<file path="config.mk">
export PLATFORM = sky130hd
export DESIGN_NAME = fpio_fifo_out_server_flat
export DESIGN_NICKNAME = d
export VERILOG_FILES = /design/src/rtl/fpio_fifo_pkg.sv /design/src/rtl/fpio_fifo_out_server_if.sv /design/src/rtl/fpio_fifo_out_server_mem.sv /design/src/rtl/fpio_fifo_out_server.sv /design/src/flat_wrapper.sv
export SDC_FILE = /design/constraint.sdc
export NUM_CORES = 1
export LEC_CHECK = 0
export BUFFER_PORTS_ARGS = -buffer_cell sky130_fd_sc_hd__buf_2
export CAP_MARGIN = 5
export CORE_MARGIN = 4
export CORE_UTILIZATION = 61
export DETAILED_ROUTE_END_ITERATION = 8
export GPL_TIMING_DRIVEN = 0
export PLACE_DENSITY_LB_ADDON = 0.3
export SLEW_MARGIN = 25
export SYNTH_ARGS = -nofsm -noshare
export SYNTH_HDL_FRONTEND = slang
export SYNTH_SLANG_ARGS = --single-unit
</file>
<file path="constraint.sdc">
create_clock -name clk -period 5.85 [get_ports clk]
set_input_delay 0.8775 -clock clk [delete_from_list [all_inputs] [get_ports clk]]
set_output_delay 0.8775 -clock clk [all_outputs]
set_load 0.02 [all_outputs]
</file>
<file path="src/rtl/fpio_fifo_pkg.sv">
// Shared sizing helpers and types for the fpio fifo_in / fifo_out servers.
package fpio_fifo_pkg;
  localparam int FPIO_FIFO_BITS_DEF  = 4;
  localparam int FPIO_DATA_WIDTH_DEF = 8;

  typedef logic [FPIO_FIFO_BITS_DEF-1:0] fpio_ptr_t;
  typedef logic [FPIO_FIFO_BITS_DEF:0]   fpio_count_t;

  function automatic int fpio_depth(input int fifo_bits);
    return 1 << fifo_bits;
  endfunction

  function automatic int fpio_count_w(input int fifo_bits);
    return fifo_bits + 1;
  endfunction
endpackage

</file>
<file path="src/rtl/fpio_fifo_out_server_if.sv">
// Producer push port plus fifo_out client port of the fifo_out server.
interface fpio_fifo_out_server_if #(
  parameter int FIFO_BITS  = 4,
  parameter int DATA_WIDTH = 8
);
  logic                  wr_valid;
  logic                  wr_ready;
  logic [DATA_WIDTH-1:0] wr_data;
  logic [FIFO_BITS:0]    avail;
  logic [DATA_WIDTH-1:0] data;
  logic                  data_en;
  logic                  data_ack;
  logic                  underflow;

  modport master (
    output wr_valid, wr_data, data_en,
    input  wr_ready, avail, data, data_ack, underflow
  );

  modport slave (
    input  wr_valid, wr_data, data_en,
    output wr_ready, avail, data, data_ack, underflow
  );
endinterface

</file>
<file path="src/rtl/fpio_fifo_out_server_mem.sv">
// 1W1R register array: write on push, registered read of the head word on pop.
module fpio_fifo_out_server_mem
  import fpio_fifo_pkg::*;
#(
  parameter int FIFO_BITS  = 4,
  parameter int DATA_WIDTH = 8
) (
  input  logic                  clk,
  input  logic                  rstn,
  input  logic                  wr_en,
  input  logic [FIFO_BITS-1:0]  wr_addr,
  input  logic [DATA_WIDTH-1:0] wr_data,
  input  logic                  rd_en,
  input  logic [FIFO_BITS-1:0]  rd_addr,
  output logic [DATA_WIDTH-1:0] rd_data
);
  localparam int DEPTH = fpio_depth(FIFO_BITS);

  logic [DATA_WIDTH-1:0] mem_r [0:DEPTH-1];
  logic [DATA_WIDTH-1:0] rd_data_r;

  // storage array, no reset: contents are discarded logically via the pointers
  always_ff @(posedge clk) begin
    if (wr_en) begin
      mem_r[wr_addr] <= wr_data;
    end
  end

  // read register, held between pops
  always_ff @(posedge clk or negedge rstn) begin
    if (!rstn) begin
      rd_data_r <= {DATA_WIDTH{1'b0}};
    end else if (rd_en) begin
      rd_data_r <= mem_r[rd_addr];
    end
  end

  assign rd_data = rd_data_r;
endmodule

</file>
<file path="src/rtl/fpio_fifo_out_server.sv">
// Server end of the fpio fifo_out protocol: buffers producer words and serves
// them to a client with a one-cycle data_en -> data_ack latency.
module fpio_fifo_out_server
  import fpio_fifo_pkg::*;
#(
  parameter int FIFO_BITS  = 4,
  parameter int DATA_WIDTH = 8
) (
  input logic                   clk,
  input logic                   rstn,
  fpio_fifo_out_server_if.slave bus
);
  localparam int CW = fpio_count_w(FIFO_BITS);
  localparam logic [CW-1:0]        DEPTH_C   = CW'(fpio_depth(FIFO_BITS));
  localparam logic [CW-1:0]        CNT_ONE_C = {{(CW-1){1'b0}}, 1'b1};
  localparam logic [CW-1:0]        CNT_ZERO_C = {CW{1'b0}};
  localparam logic [FIFO_BITS-1:0] PTR_ONE_C = {{(FIFO_BITS-1){1'b0}}, 1'b1};

  logic [FIFO_BITS-1:0] wp_r, rp_r;
  logic [CW-1:0]        count_r, count_next_s;
  logic                 wr_ready_r, ack_r, underflow_r;
  logic                 push_s, pop_s, empty_s;

  // request qualification; data_en is judged on the pre-push count
  always_comb begin
    empty_s = (count_r == CNT_ZERO_C);
    push_s  = bus.wr_valid & wr_ready_r;
    pop_s   = bus.data_en & ~empty_s;
  end

  // occupancy update, unchanged on simultaneous push and pop
  always_comb begin
    count_next_s = count_r;
    case ({push_s, pop_s})
      2'b10:   count_next_s = count_r + CNT_ONE_C;
      2'b01:   count_next_s = count_r - CNT_ONE_C;
      default: count_next_s = count_r;
    endcase
  end

  // pointers, count, handshake outputs and sticky underflow
  always_ff @(posedge clk or negedge rstn) begin
    if (!rstn) begin
      wp_r        <= {FIFO_BITS{1'b0}};
      rp_r        <= {FIFO_BITS{1'b0}};
      count_r     <= CNT_ZERO_C;
      wr_ready_r  <= 1'b0;
      ack_r       <= 1'b0;
      underflow_r <= 1'b0;
    end else begin
      if (push_s) begin
        wp_r <= wp_r + PTR_ONE_C;
      end
      if (pop_s) begin
        rp_r <= rp_r + PTR_ONE_C;
      end
      count_r     <= count_next_s;
      wr_ready_r  <= (count_next_s != DEPTH_C);
      ack_r       <= pop_s;
      underflow_r <= underflow_r | (bus.data_en & empty_s);
    end
  end

  fpio_fifo_out_server_mem #(
    .FIFO_BITS  (FIFO_BITS),
    .DATA_WIDTH (DATA_WIDTH)
  ) u_mem (
    .clk     (clk),
    .rstn    (rstn),
    .wr_en   (push_s),
    .wr_addr (wp_r),
    .wr_data (bus.wr_data),
    .rd_en   (pop_s),
    .rd_addr (rp_r),
    .rd_data (bus.data)
  );

  assign bus.wr_ready  = wr_ready_r;
  assign bus.avail     = count_r;
  assign bus.data_ack  = ack_r;
  assign bus.underflow = underflow_r;
endmodule
</file>
<file path="src/flat_wrapper.sv">
// flat-port wrapper written by rule: the top's interface ports become plain ports
module fpio_fifo_out_server_flat import fpio_fifo_pkg::*;
#(
  parameter int FIFO_BITS  = 4,
  parameter int DATA_WIDTH = 8
)
  (clk, rstn, bus_wr_valid, bus_wr_data, bus_data_en, bus_wr_ready, bus_avail, bus_data, bus_data_ack, bus_underflow);
  fpio_fifo_out_server_if #(.FIFO_BITS(FIFO_BITS), .DATA_WIDTH(DATA_WIDTH)) bus_i ();
  input logic clk;
  input logic rstn;
  input wire logic [$bits(bus_i.wr_valid)-1:0] bus_wr_valid;
  input wire logic [$bits(bus_i.wr_data)-1:0] bus_wr_data;
  input wire logic [$bits(bus_i.data_en)-1:0] bus_data_en;
  output wire logic [$bits(bus_i.wr_ready)-1:0] bus_wr_ready;
  output wire logic [$bits(bus_i.avail)-1:0] bus_avail;
  output wire logic [$bits(bus_i.data)-1:0] bus_data;
  output wire logic [$bits(bus_i.data_ack)-1:0] bus_data_ack;
  output wire logic [$bits(bus_i.underflow)-1:0] bus_underflow;
  assign bus_i.wr_valid = bus_wr_valid;
  assign bus_i.wr_data = bus_wr_data;
  assign bus_i.data_en = bus_data_en;
  assign bus_wr_ready = bus_i.wr_ready;
  assign bus_avail = bus_i.avail;
  assign bus_data = bus_i.data;
  assign bus_data_ack = bus_i.data_ack;
  assign bus_underflow = bus_i.underflow;
  fpio_fifo_out_server #(.FIFO_BITS(FIFO_BITS), .DATA_WIDTH(DATA_WIDTH)) u_core (.clk(clk), .rstn(rstn), .bus(bus_i));
endmodule
</file>
==> impl_results.rst <==
.. list-table::
   :header-rows: 1

   * - Metric
     - Value
   * - Register area share after synthesis
     - 72.8%
   * - Bufs and invs on worst path
     - 4
   * - Clock sink count
     - 152
   * - Hold Worst Slack
     - 0.329 ns
   * - I/O pin cnt
     - 28
   * - Final Routed Wirelength
     - 11900 microns
   * - Initial Util
     - 62.5%
   * - Aggregate global-route resource usage
     - 22.8%
   * - Asr flop ratio synth
     - 15.8%
   * - Post-synthesis instance area
     - 0.00611 sq mm
   * - Status
     - complete, no violations
   * - Max-cap violation count
     - 0
   * - Global-route wire length before repair
     - 18600 microns
   * - Ant. Diodes
     - 0
   * - Most frequently used cell type in the post-synthesis netlist
     - sky130_fd_sc_hd__edfxtp_1
   * - DRC
     - 0
   * - Yosys cell types
     - 41
   * - Maximum clock path buffer count
     - 2
   * - Via density per instance
     - 5.96
   * - Setup tns final
     - 0 ns
   * - Cells after DPL
     - 477
   * - Register clock-pin slew on the reported worst setup and hold paths
     - 0.06 ns
   * - Ranking of synthesized cells by instance count
     - sky130_fd_sc_hd__edfxtp_1 (128), sky130_fd_sc_hd__mux4_2 (40), sky130_fd_sc_hd__nand2_1 (30)
   * - Initial DRT Pass Iterations
     - 4
   * - Number of antenna violations at the first check in global routing
     - 2
   * - Layout cells sized above 1
     - 27.7%
   * - Tightest Hold Check Type
     - in -> async
   * - Placement-stage cell area
     - 0.00641 sq mm
   * - Achievable Freq
     - 279 MHz
   * - Clock root cell
     - sky130_fd_sc_hd__clkbuf_8
   * - Data required time at the worst endpoint
     - 6.23 ns
   * - Worst Path Class, Setup
     - reg -> reg
   * - Final nets
     - 382
   * - Yosys Warn Count
     - 0
   * - Pin count of the biggest net entering global routing
     - 25
   * - Post-layout instance area
     - 0.00700 sq mm
   * - Pwr per Cell Area
     - 517 mW/mm^2
   * - IO Port Bufs
     - 27
   * - Placed wire-length estimate
     - 7660 microns
   * - Cell type with the largest total area after synthesis
     - sky130_fd_sc_hd__edfxtp_1
   * - Most frequent cell on the critical path
     - sky130_fd_sc_hd__clkbuf_1
   * - Resized Gates After CTS
     - 0
   * - Number of clock buffers inserted by TritonCTS
     - 17
   * - Last weighted congestion value of the routability-driven placer
     - 0.804
   * - Via count of the first global-routing pass
     - 3113
   * - Top area cells in the synthesized netlist
     - sky130_fd_sc_hd__edfxtp_1 (63%), sky130_fd_sc_hd__mux4_2 (15%), sky130_fd_sc_hd__dfrtp_1 (9.8%), sky130_fd_sc_hd__nand2_1 (1.8%), sky130_fd_sc_hd__ha_1 (1.4%)
   * - Latest clock arrival within the worst-skew pair
     - 0.52 ns
   * - Chip Width
     - 108 microns
   * - Flop and latch count out of synthesis
     - 152
   * - Setup Buffers After CTS
     - 0
   * - Cell family contributing the most delay on the critical path
     - simple AND/OR/NAND/NOR gates
   * - Critical path launch point type
     - register
   * - Number of vias after detailed routing
     - 3036
   * - Setup violations, final
     - 0
   * - DR WL/cell
     - 23.3 microns
   * - Cell-by-cell listing of the critical path
     - buf_6 -> or4_1 -> o21ai_1 -> inv_1 -> clkbuf_1 -> ha_1 -> clkbuf_1 -> a221o_1 -> o2bb2ai_2 -> xor2_1 -> or4b_1
   * - CP Max Fanout
     - 10
   * - Die Span Y
     - 108 microns
   * - Fraction of the cycle the final worst path needs
     - 61.3%
   * - Slew Limit Headroom
     - 48.5%
   * - Initial DRC count
     - 227
   * - Largest incremental delay on the critical path
     - 0.60 ns
   * - Final std cells w/o fill
     - 509
   * - # hold bufs at CTS
     - 0
   * - Final hold violation count
     - 0
   * - Area growth, synth to finish
     - 14.6%
   * - Avg Synthesized Cell Area
     - 19.3 sq um
   * - Crit path arrival time
     - 3.96 ns
   * - Static leakage power
     - 2.48 nW
   * - Sort of element at the end of the critical path
     - register
   * - Final ANT Viol Nets
     - 0
   * - Pins over their slew limit
     - 0
   * - End-of-flow core utilization
     - 71.6%
   * - Final Critical Period
     - 3.58 ns
   * - Worst-Margin Slew
     - 0.773 ns
   * - RSZ-0062 raised after global routing
     - false
   * - Maximum resistive drop on vdd
     - 233 uV
   * - Top FF cell, synth
     - sky130_fd_sc_hd__edfxtp_1
   * - CTS tree
     - done
   * - Count of flip-flops with a built-in enable after synthesis
     - 128
   * - Area of the core region
     - 0.00977 sq mm
   * - Row count
     - 36
   * - Number of H-tree levels
     - 4
   * - Overflow left after global routing
     - 0
   * - Cell with the largest stage delay on the worst path
     - sky130_fd_sc_hd__or4_1
   * - Instance count of the mapped netlist
     - 317
   * - Clock tree skew after final layout
     - 0.00940 ns
   * - Yosys top cell area share
     - 62.9%
   * - Synthesized Nets
     - 336
   * - Total die area
     - 0.0117 sq mm
## power breakdown
| group | internal, mW | switching (mW) |
|---|---|---|
| Clock | 0.698 | 0.394 |
| Sequential | 1.35 | 0.0873 |
| Combinational | 0.498 | 0.591 |
| Total | 2.55 | 1.07 |
## routing by layer
metal	routed length [microns]	global-route usage (%)
met3	669	5.25
met5	21	0
met2	5900	35.3
met4	289	10.3
met1	5000	31.6
## worst reg2reg max path: stages (launching register included)
cell                        delay [ns]
sky130_fd_sc_hd__dfrtp_1          0.38
sky130_fd_sc_hd__buf_6            0.14
sky130_fd_sc_hd__or4_1            0.60
sky130_fd_sc_hd__o21ai_1          0.28
sky130_fd_sc_hd__inv_1            0.13
sky130_fd_sc_hd__clkbuf_1         0.24
sky130_fd_sc_hd__ha_1             0.32
sky130_fd_sc_hd__clkbuf_1         0.21
sky130_fd_sc_hd__a221o_1          0.32
sky130_fd_sc_hd__o2bb2ai_2        0.17
sky130_fd_sc_hd__xor2_1           0.20
sky130_fd_sc_hd__or4b_1           0.47
## registers in the layout, indices dropped and copies added, names as in the netlist
signal and cells:
u_core.bus.data_ack 1, u_core.u_mem.mem_r 128, u_core.wp_r 4, u_core.bus.wr_ready 1
u_core.rp_r 4, u_core.u_mem.rd_data 8, u_core.bus.avail 5, u_core.bus.underflow 1
## cell type report
class	instances	area, sq um
multi-input cells	146	1580
inverters	4	15.0
well taps	133	166
plain buffers	15	67.6
repair buffers	27	135
clock inverters	11	154
clock buffers	21	439
flip-flops and latches	152	4440
fillers	606	2770
## final timing paths
path                                 startpoint                      end  slack [ns]  cells after the start
max                         u_core.bus.avail[1]      u_core.bus.wr_ready        2.27                     11
min                                        rstn  u_core.u_mem.rd_data[3]        0.33                      1
max reg2reg                 u_core.bus.avail[1]      u_core.bus.wr_ready        2.27                     11
min reg2reg                u_core.bus.underflow     u_core.bus.underflow        0.46                      1
max in group asynchronous                  rstn     u_core.bus.underflow        5.16                      1
min in group clk           u_core.bus.underflow     u_core.bus.underflow        0.46                      1
## per-stage QoR
stage	power (mW)	setup slack (ns)
floorplan	2.23	2.55
global placement	2.52	2.32
detailed placement	2.55	2.30
CTS	3.65	2.24
global route	3.80	2.06
finish	3.62	2.27
## cells by family (layout without fill, tap and decap cells)
kind of cell	count (synthesis)	in the layout	synth area share [%]
DFF	152	152	72.8
buffers and inverters	19	78	1.35
muxes	43	43	15.3
xor gates and xnor gates	10	10	1.43
and+or+nand+nor	71	71	5.82
AOI/OAI and AO/OA	15	15	1.91
adders and majority gates	7	7	1.43
## cells in the final DEF, fill, tap and decap left out, types with 2 or more instances in the layout
| cell | count |
|---|---|
| sky130_fd_sc_hd__inv_1 | 4 |
| sky130_fd_sc_hd__edfxtp_1 | 128 |
| sky130_fd_sc_hd__buf_1 | 2 |
| sky130_fd_sc_hd__mux4_2 | 40 |
| sky130_fd_sc_hd__nand3_1 | 2 |
| sky130_fd_sc_hd__dfrtp_1 | 24 |
| sky130_fd_sc_hd__mux2_2 | 2 |
| sky130_fd_sc_hd__clkbuf_1 | 12 |
| sky130_fd_sc_hd__nand2_1 | 30 |
| sky130_fd_sc_hd__buf_2 | 30 |
| sky130_fd_sc_hd__clkbuf_16 | 16 |
| sky130_fd_sc_hd__bufinv_16 | 4 |
| sky130_fd_sc_hd__and3_1 | 6 |
| sky130_fd_sc_hd__nor2b_1 | 4 |
| sky130_fd_sc_hd__and2_1 | 13 |
| sky130_fd_sc_hd__a21oi_1 | 3 |
| sky130_fd_sc_hd__xnor2_1 | 9 |
| sky130_fd_sc_hd__nor2_1 | 7 |
| sky130_fd_sc_hd__ha_1 | 7 |
| sky130_fd_sc_hd__clkbuf_8 | 2 |
| sky130_fd_sc_hd__clkinv_2 | 6 |
No activity file was read; power rests on OpenSTA's default activity.
